===== src/rtl/axi_rd_arbiter_if.sv =====
// Bundle of the request, handshake and grant signals shared between the read
// arbiter and the masters/slave around it.
interface axi_rd_arbiter_if;
    logic [3:0] s_arvalid;
    logic       m_arready;
    logic       m_rvalid;
    logic       m_rready;
    logic       m_rlast;
    logic [3:0] grnt;
    logic [1:0] grnt_id;
    logic       busy;
    logic       timeout_err;

    // arbiter side
    modport slave (
        input  s_arvalid, m_arready, m_rvalid, m_rready, m_rlast,
        output grnt, grnt_id, busy, timeout_err
    );

    // requester / environment side
    modport master (
        output s_arvalid, m_arready, m_rvalid, m_rready, m_rlast,
        input  grnt, grnt_id, busy, timeout_err
    );
endinterface


===== src/rtl/axi_rd_arbiter.sv =====
// Round-robin arbiter for one shared AXI read port (AR + R) among 4 masters.
// Grant is held from arbitration until RLAST; a watchdog frees stalled grants.
module axi_rd_arbiter #(
    parameter int TIMEOUT_CYCLES = 1024
) (
    input  logic           ACLK,
    input  logic           ARESET,
    axi_rd_arbiter_if.slave bus
);

    localparam int WDW = (TIMEOUT_CYCLES > 0) ? $clog2(TIMEOUT_CYCLES + 1) : 1;
    localparam logic [WDW-1:0] WD_LAST = (TIMEOUT_CYCLES > 0) ? WDW'(TIMEOUT_CYCLES - 1) : '0;
    localparam logic [WDW-1:0] WD_MAX  = '1;

    typedef enum logic [1:0] {
        IDLE = 2'd0,
        ADDR = 2'd1,
        DATA = 2'd2
    } state_t;

    state_t         state, state_n;
    logic [3:0]     grnt_q, grnt_n;
    logic [1:0]     id_q, id_n;
    logic           busy_q, busy_n;
    logic           terr_q, terr_n;
    logic [1:0]     ptr, ptr_n;
    logic [WDW-1:0] wdog, wdog_n;

    logic           pick_vld;
    logic [1:0]     pick_id;
    logic [1:0]     cand;
    logic           ar_hs, r_beat, progress, wd_expire;

    // first requester at or after ptr, wrapping modulo 4
    always_comb begin
        pick_vld = 1'b0;
        pick_id  = ptr;
        cand     = '0;
        for (int i = 0; i < 4; i++) begin
            cand = ptr + 2'(i);
            if (!pick_vld && bus.s_arvalid[cand]) begin
                pick_vld = 1'b1;
                pick_id  = cand;
            end
        end
    end

    assign ar_hs     = (state == ADDR) && bus.s_arvalid[id_q] && bus.m_arready;
    assign r_beat    = (state == DATA) && bus.m_rvalid && bus.m_rready;
    assign progress  = ar_hs || r_beat;
    assign wd_expire = (TIMEOUT_CYCLES > 0) && !progress && (wdog == WD_LAST);

    always_comb begin
        state_n = state;
        grnt_n  = grnt_q;
        id_n    = id_q;
        busy_n  = busy_q;
        terr_n  = 1'b0;
        ptr_n   = ptr;
        wdog_n  = wdog;
        case (state)
            IDLE: begin
                wdog_n = '0;
                if (pick_vld) begin
                    state_n = ADDR;
                    grnt_n  = 4'b0001 << pick_id;
                    id_n    = pick_id;
                    busy_n  = 1'b1;
                end
            end
            ADDR, DATA: begin
                if (r_beat && bus.m_rlast) begin
                    state_n = IDLE;
                    grnt_n  = '0;
                    id_n    = '0;
                    busy_n  = 1'b0;
                    ptr_n   = id_q + 2'd1;
                    wdog_n  = '0;
                end else if (progress) begin
                    wdog_n = '0;
                    if (ar_hs) state_n = DATA;
                end else if (wd_expire) begin
                    // stalled owner loses the grant; it ranks last next round
                    state_n = IDLE;
                    grnt_n  = '0;
                    id_n    = '0;
                    busy_n  = 1'b0;
                    ptr_n   = id_q + 2'd1;
                    wdog_n  = '0;
                    terr_n  = 1'b1;
                end else if ((TIMEOUT_CYCLES > 0) && (wdog != WD_MAX)) begin
                    wdog_n = wdog + 1'b1;
                end
            end
            default: begin
                state_n = IDLE;
                grnt_n  = '0;
                id_n    = '0;
                busy_n  = 1'b0;
                wdog_n  = '0;
            end
        endcase
    end

    always_ff @(posedge ACLK) begin
        if (ARESET) begin
            state  <= IDLE;
            grnt_q <= '0;
            id_q   <= '0;
            busy_q <= 1'b0;
            terr_q <= 1'b0;
            ptr    <= '0;
            wdog   <= '0;
        end else begin
            state  <= state_n;
            grnt_q <= grnt_n;
            id_q   <= id_n;
            busy_q <= busy_n;
            terr_q <= terr_n;
            ptr    <= ptr_n;
            wdog   <= wdog_n;
        end
    end

    assign bus.grnt        = grnt_q;
    assign bus.grnt_id     = id_q;
    assign bus.busy        = busy_q;
    assign bus.timeout_err = terr_q;

    a_grant_shape: assert property (@(posedge ACLK) disable iff (ARESET)
        $onehot0(grnt_q) && (busy_q == (grnt_q != 4'b0000)));

endmodule

===== src/flat_wrapper.sv =====
// flat-port wrapper written by rule: the top's interface ports become plain ports
module axi_rd_arbiter_flat 
#(
    parameter int TIMEOUT_CYCLES = 1024
)
  (ACLK, ARESET, bus_s_arvalid, bus_m_arready, bus_m_rvalid, bus_m_rready, bus_m_rlast, bus_grnt, bus_grnt_id, bus_busy, bus_timeout_err);
  axi_rd_arbiter_if bus_i ();
  input  logic ACLK;
  input  logic ARESET;
  input wire logic [$bits(bus_i.s_arvalid)-1:0] bus_s_arvalid;
  input wire logic [$bits(bus_i.m_arready)-1:0] bus_m_arready;
  input wire logic [$bits(bus_i.m_rvalid)-1:0] bus_m_rvalid;
  input wire logic [$bits(bus_i.m_rready)-1:0] bus_m_rready;
  input wire logic [$bits(bus_i.m_rlast)-1:0] bus_m_rlast;
  output wire logic [$bits(bus_i.grnt)-1:0] bus_grnt;
  output wire logic [$bits(bus_i.grnt_id)-1:0] bus_grnt_id;
  output wire logic [$bits(bus_i.busy)-1:0] bus_busy;
  output wire logic [$bits(bus_i.timeout_err)-1:0] bus_timeout_err;
  assign bus_i.s_arvalid = bus_s_arvalid;
  assign bus_i.m_arready = bus_m_arready;
  assign bus_i.m_rvalid = bus_m_rvalid;
  assign bus_i.m_rready = bus_m_rready;
  assign bus_i.m_rlast = bus_m_rlast;
  assign bus_grnt = bus_i.grnt;
  assign bus_grnt_id = bus_i.grnt_id;
  assign bus_busy = bus_i.busy;
  assign bus_timeout_err = bus_i.timeout_err;
  axi_rd_arbiter #(.TIMEOUT_CYCLES(TIMEOUT_CYCLES)) u_core (.ACLK(ACLK), .ARESET(ARESET), .bus(bus_i));
endmodule

===== config.mk =====
export PLATFORM = sky130hd
export DESIGN_NAME = axi_rd_arbiter_flat
export DESIGN_NICKNAME = d
export VERILOG_FILES = /design/src/rtl/axi_rd_arbiter_if.sv /design/src/rtl/axi_rd_arbiter.sv /design/src/flat_wrapper.sv
export SDC_FILE = /design/constraint.sdc
export NUM_CORES = 1
export LEC_CHECK = 0
export ABC_AREA = 1
export BUFFER_PORTS_ARGS = -buffer_cell sky130_fd_sc_hd__buf_2
export CAP_MARGIN = 20
export CORE_MARGIN = 3
export CORE_UTILIZATION = 25
export DETAILED_ROUTE_END_ITERATION = 16
export SLEW_MARGIN = 25
export SYNTH_ARGS = -nofsm -noshare
export SYNTH_HDL_FRONTEND = slang
export SYNTH_SLANG_ARGS = --single-unit

===== constraint.sdc =====
create_clock -name ACLK -period 1.8 [get_ports ACLK]
set_clock_uncertainty 0.05 [all_clocks]
set_input_delay 0.09 -clock ACLK [delete_from_list [all_inputs] [get_ports ACLK]]
set_output_delay 0.09 -clock ACLK [all_outputs]
set_load 0.005 [all_outputs]

==> results.md <==
- Final setup violation count: 0
- Largest family of logic cells by synthesized area: simple AND/OR/NAND/NOR gates
- Overflow after GRT: 0
- Layout cell share with drive strength beyond 1: 0.287
- Drc violations: 0
- H-tree Lvls: 1
- Slew of the pin with the lowest slew margin: 0.338 ns
- Worst-Skew Late Latency: 0.27 ns
- Cell Pwr Density: 1010 nW/um2
- Worst vdd ir: 0.509 mV
- Number of cell rows: 27
- Fin nets: 260
- Xor/xnor share of the synthesized area: 0.0341
- Seq/Total Area, Yosys: 0.299
- Worst Setup End Kind: flip-flop
- Initial antenna violation count: 0
- CTS tree: yes
- Crit start category: flip-flop
- CTS Buffer Depth: 2
- Reg area: 464 um2
- Die ar.: 7140 um2
- Clock Sinks: 23
- Placed instance area: 1750 um2
- Root buffer cell: clkbuf_8
- Post-DRT Antenna Nets: 0
- I/O pin total: 18
- Footprint of the multi-input gates: 973 um2
- First-pass GRT wire length: 5590 um
- Cells after Synth: 220
- CTS buffer count: 3
- Vias: approximately 1,400
- 1st-iter DRT viols: 94
- Vias in the first global route: 1,262
- Post-Synth Simple-Gate Area: 0.431
- RePlAce Congestion: 0.823
- Largest net degree at the start of global routing: 14
- Fin. Hold Viols: 0
- Port bufs: 17
- Worst EP required: 1.96 ns
- Total nets after synthesis: 235
- Synthesized area per cell: 7.00 um2
- Critical path arrival: 1.85 ns
- Final cell count without fillers: roughly 320
- Critical path peak fanout: 8
- FF+latch count, synth: 23
- Initial Utilization: 0.268
- Ant diodes: 0
- 1st-pass router iterations: 4
- WL/cell: 10.1 um
- Final setup TNS: 0 ns
- Run status: completed
- Area delta synth->final: 19.4%
- Final WL: around 3200 um
- CTS clk-pin slew, worst paths: about 0.09 ns
- Vias per cell: between 4 and 5
- Synth unique cells: 33
- Slew headroom: 0.774
- RSZ-0062 raised after global routing: true
- Core Area: 5740 um2
- Critical path class: flip-flop to flip-flop
- HP Class: input pin to flip-flop
- Synthesized area: ~1500 um2
- Final worst path period share: 0.940
- Post-layout total power: 1.85 mW
- Post-DP HPWL: 2460 um
- Die Ht: 84.5 um
- Dpl cells: 312
- Chip width: 84.5 um
- Final instance area: 1840 um2
- Post-layout util: 0.320
- Slew Limit Fails: 0
- Complex-gate fraction of the synthesized area: 0.101
- Syn. warnings: 0
- Leakage Power: 0.815 nW
- Fraction of the mapped netlist area in adder cells: 0.0406
- Number of fill cells: 626
- GRT Total Usage: 0.0925
- Fraction of synthesized area in multiplexers: 0
- Minimum clock period: 1.69 ns
- Total of max-cap violations: 0
- Max frequency: 591 MHz
-- registers in the layout, summed over array words and instances (netlist names) --
register                count
u_core.bus.timeout_err      1
u_core.bus.grnt_id          2
u_core.state                2
u_core.wdog                11
u_core.bus.busy             1
u_core.ptr                  2
u_core.bus.grnt             4
-- report_power, final --
part	switching (mW)	internal [mW]	total (mW)
Clock	0.172	0.155	0.327
Combinational	0.535	0.344	0.878
Sequential	0.0578	0.589	0.647
Total	0.765	1.09	1.85
-- Yosys cell counts --
cell type,n,area (um2)
a21oi_1,17,85.1
a31oi_1,1,6.26
ha_1,5,62.6
nor2_4,2,22.5
nand3b_1,1,7.51
xor2_1,5,43.8
nand3_1,16,80.1
inv_8,1,11.3
inv_2,1,3.75
nor3b_1,2,15.0
buf_6,2,22.5
nor3_1,1,5.00
nor2_2,3,18.8
nor2_1,13,48.8
nand2_2,12,75.1
nand3_4,1,17.5
inv_1,24,90.1
nand2_4,4,45.0
nand4_4,1,21.3
nand2_1,65,244
o21ai_0,6,30.0
o21ai_4,1,16.3
inv_4,1,6.26
nor2_8,1,20.0
buf_2,1,5.00
dfxtp_1,23,460
nor4_1,1,6.26
nand4_1,1,6.26
nand3_2,3,30.0
clkinv_1,1,3.75
a21oi_2,2,17.5
xnor2_1,1,8.76
buf_1,1,3.75
-- layout make-up --
cell class | count | share of cell area
tap | 72 | 0.0490
sequential | 23 | 0.252
clock inverter | 1 | 0.00272
multi-input combinational | 165 | 0.529
inverter | 28 | 0.0626
timing repair buffer | 24 | 0.0816
clock buffer | 3 | 0.0224
-- metrics by stage --
stage               hold WS (ns)  worst slack (ns)
finish                    0.0348             0.107
floorplan                  0.324             0.176
detailed placement         0.327            0.0566
global route              0.0499           -0.0415
global placement           0.331            0.0558
CTS                       0.0357            0.0410
-- cell usage in the layout, fill, tap and decap left out, drive strengths merged, types with 3 or more instances in the layout --
master,instances
nand2,81
inv,27
buf,24
dfxtp,23
nand3,20
a21oi,19
nor2,19
o21ai,7
xor2,5
ha,5
clkbuf,3
-- cells by family after synthesis --
kind of cell | after synthesis
adder cells (fa/ha/maj) | 5
AND/OR/NAND/NOR | 127
XOR/XNOR | 6
AO/OA/AOI/OAI | 27
flip-flops | 23
buffers and inverters | 32
-- metal layers --
layer / GRT usage / vias up / share of wire
met5: 0 / - / 0
met4: 0.0302 / 0 / 0.012
met3: 0.0216 / 4 / 0.036
met2: 0.140 / 18 / 0.44
met1: 0.130 / 594 / 0.51
li1: - / 745 / -
-- timing repair --
action                                  CTS  global route
hold buffers                              0             0
endpoints found under the setup margin    2             7
resized for setup                         1            11
pin swaps                                 0             4
buffers inserted                          0             0
-- worst max-delay path, stage by stage, from the launching register on --
cell and delay, ns:
dfxtp_1 0.37, inv_1 0.09, ha_1 0.18, nand2_1 0.05
inv_1 0.03, nand2_1 0.11, nand2_1 0.12, nand2_2 0.15
nand3_4 0.15, nor2_4 0.14, nand3_1 0.08, a21oi_1 0.11
-- path summary, 6_finish.rpt --
kind                 startpoint                  to  slack (ns)  cells past startpoint
max             u_core.state[1]  u_core.bus.grnt[2]        0.11                     11
min                      ARESET  u_core.bus.grnt[1]        0.03                      2
max reg2reg     u_core.state[1]  u_core.bus.grnt[2]        0.11                     11
min reg2reg  u_core.bus.grnt[3]  u_core.bus.grnt[3]        0.42                      2
(Power assumes the default switching activity.)
